`src/rtl/atr_parser_pkg.sv`:
```
// Shared definitions for the ATR parser and the ISO7816-3 master:
// FSM state encoding, error codes and the TS convention bytes.
package atr_parser_pkg;

  typedef enum logic [2:0] {
    ST_IDLE  = 3'd0,
    ST_TS    = 3'd1,
    ST_T0    = 3'd2,
    ST_IFACE = 3'd3,
    ST_HIST  = 3'd4,
    ST_TCK   = 3'd5,
    ST_DONE  = 3'd6,
    ST_ERR   = 3'd7
  } atr_state_t;

  localparam logic [1:0] ERR_NONE     = 2'd0;
  localparam logic [1:0] ERR_BAD_TS   = 2'd1;
  localparam logic [1:0] ERR_TCK      = 2'd2;
  localparam logic [1:0] ERR_OVERFLOW = 2'd3;

  localparam logic [7:0] TS_DIRECT  = 8'h3B;
  localparam logic [7:0] TS_INVERSE = 8'h3F;

  localparam logic [7:0] TA1_DEFAULT = 8'h11;

endpackage

```
`src/rtl/atr_parser.sv`:
```
// ATR parser: walks an ISO7816-3 Answer-To-Reset byte stream, captures
// TA1/TC1/first protocol/K, forwards historical bytes and checks TCK.
// Ports:
//   clk, reset          clock and synchronous active-high reset
//   start               pulse: abort any parse and arm for a new ATR
//   rxData, rxValid     convention-corrected byte stream from the master
//   busy                parse in progress (TS..TCK)
//   atrDone, atrError   sticky completion flags, errorCode gives the cause
//   ta1, tc1            captured interface bytes of group 1 (or defaults)
//   firstProtocol       T from TD1, histLen = K from T0
//   histData, histValid historical byte stream, one strobe per byte
module atr_parser
  import atr_parser_pkg::*;
#(
  parameter int unsigned MAX_ATR_BYTES = 33,
  parameter int unsigned MAX_GROUPS    = 8
) (
  input  logic       clk,
  input  logic       reset,
  input  logic       start,
  input  logic [7:0] rxData,
  input  logic       rxValid,
  output logic       busy,
  output logic       atrDone,
  output logic       atrError,
  output logic [1:0] errorCode,
  output logic [7:0] ta1,
  output logic [7:0] tc1,
  output logic [3:0] firstProtocol,
  output logic [3:0] histLen,
  output logic [7:0] histData,
  output logic       histValid
);

  localparam int unsigned CNT_W = $clog2(MAX_ATR_BYTES + 2);
  localparam int unsigned GRP_W = $clog2(MAX_GROUPS + 2);

  atr_state_t       state;
  logic [3:0]       yMask;        // {TD, TC, TB, TA} still expected in this group
  logic [GRP_W-1:0] groupIdx;
  logic             tckRequired;
  logic [7:0]       xorAcc;
  logic [CNT_W-1:0] byteCnt;
  logic [3:0]       histCnt;
  logic             byteAtLimit;

  // The next accepted byte would be byte MAX_ATR_BYTES+1.
  assign byteAtLimit = (byteCnt == CNT_W'(MAX_ATR_BYTES));

  // Parser FSM with registered outputs. Zero-byte skips (empty Y, K done)
  // take one cycle each and do not consume rxValid.
  always_ff @(posedge clk) begin
    if (reset) begin
      state         <= ST_IDLE;
      busy          <= 1'b0;
      atrDone       <= 1'b0;
      atrError      <= 1'b0;
      errorCode     <= ERR_NONE;
      ta1           <= TA1_DEFAULT;
      tc1           <= 8'h00;
      firstProtocol <= 4'h0;
      histLen       <= 4'h0;
      histData      <= 8'h00;
      histValid     <= 1'b0;
      yMask         <= 4'h0;
      groupIdx      <= '0;
      tckRequired   <= 1'b0;
      xorAcc        <= 8'h00;
      byteCnt       <= '0;
      histCnt       <= 4'h0;
    end else begin
      histValid <= 1'b0;
      if (start) begin
        // Start wins over a coincident byte and clears everything captured.
        state         <= ST_TS;
        busy          <= 1'b1;
        atrDone       <= 1'b0;
        atrError      <= 1'b0;
        errorCode     <= ERR_NONE;
        ta1           <= TA1_DEFAULT;
        tc1           <= 8'h00;
        firstProtocol <= 4'h0;
        histLen       <= 4'h0;
        histData      <= 8'h00;
        yMask         <= 4'h0;
        groupIdx      <= '0;
        tckRequired   <= 1'b0;
        xorAcc        <= 8'h00;
        byteCnt       <= '0;
        histCnt       <= 4'h0;
      end else if (rxValid && busy && byteAtLimit) begin
        state     <= ST_ERR;
        busy      <= 1'b0;
        atrError  <= 1'b1;
        errorCode <= ERR_OVERFLOW;
      end else begin
        case (state)
          ST_TS: begin
            if (rxValid) begin
              byteCnt <= byteCnt + CNT_W'(1);
              if (rxData == TS_DIRECT || rxData == TS_INVERSE) begin
                state <= ST_T0;
              end else begin
                state     <= ST_ERR;
                busy      <= 1'b0;
                atrError  <= 1'b1;
                errorCode <= ERR_BAD_TS;
              end
            end
          end
          ST_T0: begin
            if (rxValid) begin
              byteCnt  <= byteCnt + CNT_W'(1);
              histLen  <= rxData[3:0];
              yMask    <= rxData[7:4];
              groupIdx <= GRP_W'(1);
              xorAcc   <= rxData;
              state    <= ST_IFACE;
            end
          end
          ST_IFACE: begin
            if (yMask == 4'h0) begin
              state <= ST_HIST;
            end else if (rxValid) begin
              byteCnt <= byteCnt + CNT_W'(1);
              xorAcc  <= xorAcc ^ rxData;
              if (yMask[0]) begin
                if (groupIdx == GRP_W'(1)) ta1 <= rxData;
                yMask[0] <= 1'b0;
              end else if (yMask[1]) begin
                yMask[1] <= 1'b0;
              end else if (yMask[2]) begin
                if (groupIdx == GRP_W'(1)) tc1 <= rxData;
                yMask[2] <= 1'b0;
              end else begin
                if (groupIdx == GRP_W'(1)) firstProtocol <= rxData[3:0];
                if (rxData[3:0] != 4'h0) tckRequired <= 1'b1;
                if (groupIdx == GRP_W'(MAX_GROUPS)) begin
                  state     <= ST_ERR;
                  busy      <= 1'b0;
                  atrError  <= 1'b1;
                  errorCode <= ERR_OVERFLOW;
                end else begin
                  yMask    <= rxData[7:4];
                  groupIdx <= groupIdx + GRP_W'(1);
                end
              end
            end
          end
          ST_HIST: begin
            if (histCnt == histLen) begin
              // K=0: leave without consuming a byte.
              if (tckRequired) begin
                state <= ST_TCK;
              end else begin
                state   <= ST_DONE;
                busy    <= 1'b0;
                atrDone <= 1'b1;
              end
            end else if (rxValid) begin
              byteCnt   <= byteCnt + CNT_W'(1);
              xorAcc    <= xorAcc ^ rxData;
              histData  <= rxData;
              histValid <= 1'b1;
              histCnt   <= histCnt + 4'd1;
              if (histCnt + 4'd1 == histLen) begin
                if (tckRequired) begin
                  state <= ST_TCK;
                end else begin
                  state   <= ST_DONE;
                  busy    <= 1'b0;
                  atrDone <= 1'b1;
                end
              end
            end
          end
          ST_TCK: begin
            if (rxValid) begin
              byteCnt <= byteCnt + CNT_W'(1);
              xorAcc  <= xorAcc ^ rxData;
              busy    <= 1'b0;
              if ((xorAcc ^ rxData) == 8'h00) begin
                state   <= ST_DONE;
                atrDone <= 1'b1;
              end else begin
                state     <= ST_ERR;
                atrError  <= 1'b1;
                errorCode <= ERR_TCK;
              end
            end
          end
          default: ;  // IDLE, DONE, ERR hold everything and ignore bytes
        endcase
      end
    end
  end

endmodule
```
`config.mk`:
```
export PLATFORM = sky130hd
export DESIGN_NAME = atr_parser
export DESIGN_NICKNAME = d
export VERILOG_FILES = /design/src/rtl/atr_parser_pkg.sv /design/src/rtl/atr_parser.sv
export SDC_FILE = /design/constraint.sdc
export NUM_CORES = 1
export LEC_CHECK = 0
export ABC_AREA = 1
export BUFFER_PORTS_ARGS = -buffer_cell sky130_fd_sc_hd__buf_2
export CAP_MARGIN = 20
export CORE_UTILIZATION = 45
export DETAILED_ROUTE_END_ITERATION = 12
export HOLD_SLACK_MARGIN = 0.02
export SLEW_MARGIN = 20
export SYNTH_ARGS = -nofsm -noshare
export SYNTH_HDL_FRONTEND = slang
export SYNTH_SLANG_ARGS = --single-unit
```
`constraint.sdc`:
```
create_clock -name clk -period 4.4 [get_ports clk]
set_input_delay 0.22 -clock clk [delete_from_list [all_inputs] [get_ports clk]]
set_output_delay 0.22 -clock clk [all_outputs]
set_load 0.02 [all_outputs]
```
==> impl_metrics.ini <==
[placed_design]
place_congestion = 0.938
dpl-instance-area_sq_mm = 0.00393
dp_hpwl_um = 7200
io_buffers = 49

[clocking]
hold_buffers = 0
clk_path_buf_depth = 2
clk_latency_ns = 0.35
cts_tree = done
path_clk_slew_ns = 0.08
cts.sinks = 68
cts_made_buffers = 9
htreeDepth = 3
postCtsSetupRepairBufs = 0
post_cts_resized = 0
cts-root-buf = clkbuf_8

[finish]
layout-drive-gt1-share = 0.190
final_util = 0.532
area_growth_pct = 14.3
final_nets = 586
stdcell_area_sq_mm = 0.00413
diodes = 0
fillCellCount = 825

[floorplan]
io_pins = 50
die_x_um = 91.6
initial_core_util = 0.465
rows = 32
coreArea_sq_mm = 0.00777
dieArea_sq_mm = 0.00840
die_y_um = 91.6

[yosys]
syn_nets = 538
muxShareOfSynthArea = 0
synth_top_area_share = 0.377
syn_inst = 520
ys_seq_elements = 68
synth_xor_area_frac = 0.0218
syn_avg_cell_area_sq_um = 6.95
synth_compound_area_frac = 0.173
synth_area_leaders = dfxtp_1 (38%), nand2_1 (11%), a21oi_1 (7.1%), nor2_1 (7.0%), o21ai_0 (6.6%)
yosys.area_share.adder = 0.0208
synth_top_family_by_area = simple AND/OR/NAND/NOR gates
synthSimpleGateAreaFrac = 0.326
synth_area_sq_mm = 0.00361
synth_area_leader_cell = dfxtp_1
synth_cell_type_count = 40
yosysSeqAreaShare = 0.377
yosysWarnings = 0

[sta]
finalHoldViolations = 0
hold_ws_ns = 0.0737
worstMarginPinSlew_ns = 0.761
post-route-period-util = 0.479
slew_viol_final = 0
final.setup.tns_ns = 0
rsz0062_at_grt = false
max_freq_mhz = 474
period_needed_ns = 2.11
setup_viol = 0
clock_skew_ns = 0.0119
slew_headroom = 0.489

[worst_setup_path]
cp.required_ns = 4.64
cp-start-kind = register
setup.worst_path.end_class = register
slowest_delay_ns = 0.37
critical_path_class = register to register
crit_path_max_fanout = 12
worstPathCellList = inv_1 -> ha_1 -> nand2_1 -> nor2_2 -> nand3_2 -> nand2_2 -> nor2_1 -> nand3_2 -> nor2_2 -> nand2_1 -> o21ai_1 -> nor2_1
worstPathArrival_ns = 2.35
cpMaxStageDelayCell = dfxtp_1

[drt]
dr.pass1.iters = 4
drt-total-wl_um = 9660
post-route-drc-count = 0
antenna_left = 0
num_vias = 3470
routedWlPerCell_um = 14.3
drt_iter0_drc = 169
via_per_inst = 5.14

[grt]
grt_overflow_total = 0
grt_pass1_vias = 3232
grt_max_degree = 42
grt_pass1_wl_um = 15900
antenna_found_initial = 0
grtUsageTotal = 0.241

[hold_path]
hold_class = primary input to register

[power_and_ir_drop]
pwr_density_cell_mw_per_mm2 = 369
ir_drop_mv = 0.205
leakage_nw = 1.80
power.total_w = 0.00152

[status]
status = finished, final reports clean

[flow_run]
max_cap_violations = 0
-- per-stage QoR --
stage               cells  setup WS, ns
floorplan             520          2.73
global placement      659          2.32
detailed placement    659          2.24
CTS                   675          2.31
global route          675          2.11
finish                675          2.29
-- cells by family (layout without fill, tap and decap cells) --
| group | after synthesis | in the layout |
|---|---|---|
| simple gates | 246 | 246 |
| xor+xnor | 9 | 9 |
| buf+inv | 73 | 126 |
| compound gates | 118 | 118 |
| fa+ha+maj | 6 | 6 |
| flops | 68 | 68 |
-- worst max-delay path, delay by kind of cell (launching register included) --
kind                       cells  cell delay [ns]
AOI/OAI and AO/OA              1             0.12
DFF                            1             0.37
buffers and inverters          1             0.07
adders and majority gates      1             0.19
and+or+nand+nor                9             1.26
-- power by group --
group          internal (W)  switching [W]
clock network      0.000271       0.000277
registers          0.000637      0.0000258
logic             0.0000941       0.000219
total               0.00100       0.000522
-- placed cells by master, fill, tap and decap left out, drive strengths merged --
cell	n
nand3b	1
xnor2	4
bufinv	1
or2	1
nor3	10
nor2	75
o21ai	54
nand2	114
a31oi	1
a21oi	51
o211ai	2
nor3b	3
ha	6
nor4	2
buf	50
dfxtp	68
clkinvlp	1
nand3	33
a211oi	6
o211a	1
a21boi	1
xor2	5
inv	63
o2111ai	2
nand4	7
clkinv	2
clkbuf	9
-- state kept, by name, summed over array words and instances (netlist names) --
register	flops
histData	8
ta1	8
tc1	8
xorAcc	8
byteCnt	6
firstProtocol	4
groupIdx	4
histCnt	4
histLen	4
yMask	4
state	3
errorCode	2
atrDone	1
atrError	1
busy	1
histValid	1
tckRequired	1
-- layout make-up --
| type | count | area, sq um | share of cell area |
|---|---|---|---|
| Clock buffer | 9 | 124 | 0.0300 |
| Multi-Input combinational cell | 379 | 1960 | 0.474 |
| Clock inverter | 7 | 81.3 | 0.0197 |
| Tap cell | 102 | 128 | 0.0309 |
| Inverter | 60 | 225 | 0.0545 |
| Sequential cell | 68 | 1360 | 0.329 |
| Timing Repair Buffer | 50 | 253 | 0.0612 |
-- synth_stat cells --
master and instances:
nand4_2 1, clkinv_1 1, inv_2 13, nor4_4 2, buf_4 3, o211ai_1 2, nand4_1 6, nand2_1 105
ha_1 6, nor3b_2 1, nand3_2 3, buf_1 1, nand3b_1 1, a211oi_1 6, nand3_1 28, buf_6 1
nor3b_1 2, nand2_2 8, nand3_4 2, buf_2 2, nor3_4 1, o211a_1 1, o21ai_0 48, nor3_2 1
nor3_1 8, a21boi_0 1, xnor2_1 4, a21oi_1 51, nor2_2 5, inv_1 46, o2111ai_1 2, xor2_1 5
nor2_4 3, o21ai_1 6, dfxtp_1 68, or2_2 1, nand2_4 1, clkbuf_1 6, nor2_1 67, a31oi_1 1
-- worst paths after layout --
| check | slack [ns] | depth (start not counted) | from | end |
|---|---|---|---|---|
| worst min-delay path | 0.07 | 2 | reset | busy$_SDFFE_PP0P_ |
| worst max-delay path | 2.29 | 12 | byteCnt[1]$_SDFFE_PP0P_ | byteCnt[4]$_SDFFE_PP0P_ |
| worst max register to register | 2.29 | 12 | byteCnt[1]$_SDFFE_PP0P_ | byteCnt[4]$_SDFFE_PP0P_ |
| worst min register to register | 0.45 | 2 | atrDone$_SDFFE_PP0P_ | atrDone$_SDFFE_PP0P_ |
-- routing by layer --
layer	global-route usage	part of all wire	up-vias	routed length, um
li1	-	-	1807	-
met1	0.333	0.49	1574	4700
met2	0.385	0.45	77	4330
met3	0.0381	0.049	12	477
met4	0.0728	0.016	0	150
met5	0	0	-	0
Power figures use the tool's default switching activity.
